File: src/rtl/demux_pkg.sv
// Shared constants and helpers for the stream demultiplexer.
package demux_pkg;

  localparam int DEMUX_MAX_OUT = 16;
  localparam int DEMUX_SEL_W   = 4;

  // Bit offset of channel k inside a flattened NUM_OUT*WIDTH bus.
  function automatic int slice_offset(input int k, input int width);
    return k * width;
  endfunction

endpackage

File: src/rtl/demux_slot.sv
// One-entry holding register with a valid/ready handshake on its output side.
module demux_slot #(
  parameter int WIDTH = 8
) (
  input  logic             clk,
  input  logic             rst,
  input  logic             load,
  input  logic [WIDTH-1:0] data_in,
  input  logic             ready_out,
  output logic             valid,
  output logic [WIDTH-1:0] data_out,
  output logic             can_load
);

  // The slot can take a new word when it is empty or its current word leaves this cycle.
  assign can_load = !valid | ready_out;

  // A load wins over a drain, so back-to-back words flow at full rate; data holds otherwise.
  always_ff @(posedge clk) begin
    if (rst) begin
      valid    <= 1'b0;
      data_out <= '0;
    end else if (load) begin
      valid    <= 1'b1;
      data_out <= data_in;
    end else if (valid && ready_out) begin
      valid    <= 1'b0;
    end
  end

endmodule

File: src/rtl/stream_demux16.sv
// Registered 1-to-NUM_OUT stream demultiplexer with per-channel holding registers.
module stream_demux16
  import demux_pkg::*;
#(
  parameter int WIDTH   = 8,
  parameter int NUM_OUT = DEMUX_MAX_OUT,
  parameter int SEL_W   = DEMUX_SEL_W
) (
  input  logic                     clk,
  input  logic                     rst,
  input  logic [WIDTH-1:0]         in_data,
  input  logic [SEL_W-1:0]         in_sel,
  input  logic                     in_valid,
  output logic                     in_ready,
  output logic [NUM_OUT*WIDTH-1:0] out_data,
  output logic [NUM_OUT-1:0]       out_valid,
  input  logic [NUM_OUT-1:0]       out_ready,
  output logic                     drop_err
);

  logic [NUM_OUT-1:0] can_load;
  logic [NUM_OUT-1:0] load;
  logic               in_range;
  logic               sel_can_load;
  logic               accept;

  // Selects beyond the last channel are legal: they are accepted and thrown away.
  assign in_range = ({1'b0, in_sel} < (SEL_W+1)'(NUM_OUT));

  // Pick the can_load flag of the addressed channel without indexing past NUM_OUT.
  always_comb begin
    sel_can_load = 1'b0;
    for (int k = 0; k < NUM_OUT; k++) begin
      if (in_sel == SEL_W'(k)) sel_can_load = can_load[k];
    end
  end

  // Ready depends only on the addressed channel, never on in_valid.
  always_comb begin
    in_ready = 1'b0;
    if (!rst) begin
      in_ready = in_range ? sel_can_load : 1'b1;
    end
  end

  assign accept = in_valid & in_ready;

  // One-hot load vector; an out-of-range select matches no channel.
  always_comb begin
    load = '0;
    for (int k = 0; k < NUM_OUT; k++) begin
      load[k] = accept & (in_sel == SEL_W'(k));
    end
  end

  // Flag a discarded word for exactly the cycle after it was accepted.
  always_ff @(posedge clk) begin
    if (rst) drop_err <= 1'b0;
    else     drop_err <= accept & !in_range;
  end

  for (genvar k = 0; k < NUM_OUT; k++) begin : g_slot
    localparam int OFS = slice_offset(k, WIDTH);

    demux_slot #(.WIDTH(WIDTH)) u_slot (
      .clk      (clk),
      .rst      (rst),
      .load     (load[k]),
      .data_in  (in_data),
      .ready_out(out_ready[k]),
      .valid    (out_valid[k]),
      .data_out (out_data[OFS +: WIDTH]),
      .can_load (can_load[k])
    );
  end

endmodule

File: config.mk
export PLATFORM = sky130hd
export DESIGN_NAME = stream_demux16
export DESIGN_NICKNAME = d
export VERILOG_FILES = /design/src/rtl/demux_pkg.sv /design/src/rtl/demux_slot.sv /design/src/rtl/stream_demux16.sv
export SDC_FILE = /design/constraint.sdc
export NUM_CORES = 1
export LEC_CHECK = 0
export BUFFER_PORTS_ARGS = -buffer_cell sky130_fd_sc_hd__buf_2
export CAP_MARGIN = 10
export CORE_ASPECT_RATIO = 1.2
export CORE_MARGIN = 3
export CORE_UTILIZATION = 45
export CTS_CLUSTER_SIZE = 24
export DETAILED_ROUTE_END_ITERATION = 8
export GPL_ROUTABILITY_DRIVEN = 0
export PLACE_DENSITY = 0.8
export REMOVE_ABC_BUFFERS = 1
export SLEW_MARGIN = 20
export SYNTH_ARGS = -nofsm -noshare
export SYNTH_HDL_FRONTEND = slang
export SYNTH_SLANG_ARGS = --single-unit
File: constraint.sdc
create_clock -name clk -period 4.03 [get_ports clk]
set_clock_uncertainty 0.05 [all_clocks]
set_input_delay 0.403 -clock clk [delete_from_list [all_inputs] [get_ports clk]]
set_output_delay 0.403 -clock clk [all_outputs]
set_load 0.02 [all_outputs]
==> metrics.txt <==
fraction of synthesized cell area in xor and xnor cells 0%; CTS tree yes; fraction of layout cells with a size suffix above 1 28.8%; headroom to the max-slew limit 27.7%; clk root buf clkbuf_16; top-level port count approximately 180; async set or reset register ratio after synthesis 0%; count of synthesis-stage warnings from yosys 0; number of unique standard cell types used by synthesis between 40 and 50; CTS hold repair buffers 0; count of instances resized after the clock tree is built 0; Achievable Freq ~320 MHz; clock input transition at the sequential cells of the worst setup and hold paths 0.06 ns; Post-Syn Area 0.00601 mm2; count of flip-flops with a built-in enable after synthesis 0; Mapped Cells 664; total length of routed wires 16600 um; initial antenna violation count 0; GRT Resource Usage Total 21.8%; portion of the post-synthesis area used by sequential elements 47.9%; die height around 130 um; share of the clock period used by the worst path 78.7%; global-route wire length before repair 25800 um; core area approximately 0.013 mm2; multiplexer share of the synthesized area 10.7%; via count of the first global-routing pass 4690; vias after detailed routing roughly 5100; adder and majority gate portion of the synthesized area 0%; top cell type by total area after synthesis dfxtp_1; power density relative to cell area 435 mW/mm2; Seq cells post-synth 144; Setup TNS 0 ns; initial cell density of the core 46.9%; nets 817; Overflow after GRT 0; post-route antenna net violation count 0; number of DRC markers after the initial detailed-route iteration about 340; measured slew at the worst slew-check pin 1.08 ns; std cell rows 45; chip width 112 um; run status completed; dominant synthesized flop cell dfxtp_1; type of the most critical hold path primary input to register; setup repair after global routing missed its margin false; final period demand of the worst path 3.17 ns; Setup Crit Path Kind primary input to output pin; overall die area 0.0148 mm2; number of maximum-capacitance constraint violations 0; number of setup violations in the final report 0; TritonCTS sink count 144; main combinational cell family by area after synthesis simple AND/OR/NAND/NOR gates; total count of max-transition violations in the final report 0; complex-gate fraction of the synthesized area 15.3%; WP data required 3.58 ns; final hold violation count 0; H-tree Lvls 4; share of synthesized cell area in and, or, nand and nor gates between 15 and 20%; most frequent cells after synthesis dfxtp_1 (144), nor2_1 (81), a21oi_1 (79), mux2i_1 (64), nand3_1 (59); WL/cell 17.3 um; area growth from synthesis to layout 19.5%; Worst Setup Start Kind primary input; largest fanout of any net on the critical path 19; leading post-synthesis cells by cell area dfxtp_1 (48%), mux2i_1 (11%), a21oi_1 (6.6%); CTS Buf Count 17; Mapped Avg Cell Area 9.06 um2; DRC violation count after routing 0; standby leakage power roughly 3.3 nW; pin count of the biggest net entering global routing 68; DRT Pass-1 Iters 5; Total Power Consumption 3.13 mW; antenna fix cells 0; routed vias/inst 5.31; maximum ir drop on the vdd rail around 350 uV; Data arrival, critical path about 2.7 ns; most frequently used cell type in the post-synthesis netlist dfxtp_1; element type at the critical path end output pin; DPL Wire Length 11000 um; number of buffers inserted by port buffering 175; portion of synthesized cell area occupied by the leading cell type 47.9%; worst-case clock buffer depth 2; clk_lat worst skew 0.40 ns; number of buffers inserted to repair setup after CTS 0
[metrics by stage]
| step | area [um2] | hold WS (ns) | worst slack, ns | util, % | cells |
|---|---|---|---|---|---|
| floorplan | 5480 | 0.422 | 1.14 | - | 584 |
| global placement | 6630 | 0.386 | 0.771 | 51.7 | 931 |
| detailed placement | 6630 | 0.392 | 0.636 | 51.7 | 931 |
| CTS | 7180 | 0.219 | 0.842 | 56.0 | 960 |
| global route | 7180 | 0.245 | 0.557 | 56.0 | 960 |
| finish | 7180 | 0.231 | 0.857 | 56.0 | 960 |
[area by class of cell]
cell class / count / area (um2)
clock buffer: 22 / 464
clock inverter: 7 / 87.6
fill: 1198 / 5650
inverter: 5 / 18.8
multi-input combinational: 435 / 2590
sequential: 144 / 2880
tap: 164 / 205
timing repair buffer: 183 / 938
[logic make-up (layout without fill, tap and decap cells)]
group / after synthesis / count (layout)
multiplexers: 64 / 64
AND/OR/NAND/NOR: 216 / 216
AO/OA/AOI/OAI: 154 / 154
buffers and inverters: 85 / 217
other: 1 / 1
flip-flops: 144 / 144
[final timing paths]
kind         cells after the start                       endpoint                         start  slack, ns
max                              9                       in_ready                     in_sel[1]       0.86
min                              3         g_slot[8].u_slot.valid                  out_ready[8]       0.23
max reg2reg                      7  g_slot[12].u_slot.data_out[5]        g_slot[1].u_slot.valid       1.28
min reg2reg                      2   g_slot[7].u_slot.data_out[4]  g_slot[7].u_slot.data_out[4]       0.40
[flip-flops by register name (all words and copies together) (netlist names)]
name	cells
g_slot.u_slot.data_out	128
g_slot.u_slot.valid	16
[layer usage]
layer / global-route usage (%) / vias up / part of all wire, %
met4: 4.80 / 0 / 0.52
li1: - / 2491 / -
met3: 5.63 / 8 / 7.5
met2: 36.5 / 197 / 50
met1: 28.6 / 2399 / 42
met5: 0 / - / 0
[layout by cell type, fill, tap and decap left out, types with 2 or more instances in the layout]
cell         n
o21ai_0     36
nand3_1     59
buf_2      174
and2_1       2
inv_1        5
nor2_4       2
clkbuf_16   17
o211ai_4     2
clkbuf_1     3
a211oi_4     2
nand2b_1    14
bufinv_16    2
buf_4        9
mux2i_1     64
nor2b_1      7
o32a_1       2
nor3b_1      2
o21ai_2      5
clkinv_2     4
nand3b_1     2
clkbuf_8     2
dfxtp_1    144
nor2_1      81
nand2_1     36
a21oi_1     79
o21ai_1     17
[worst max-delay path, stage by stage]
cell     delay, ns
buf_2         0.30
and2_1        0.63
nand3_1       0.14
nand2_1       0.14
o32a_1        0.51
o21a_1        0.18
nor2_1        0.04
nor3b_1       0.15
buf_2         0.21
[where the power goes]
part,leakage [nW],internal [mW],switching (mW)
Clock,0.271,0.929,0.564
Sequential,1.16,1.43,0.00430
Combinational,1.85,0.0503,0.148
(Power assumes the default switching activity.)
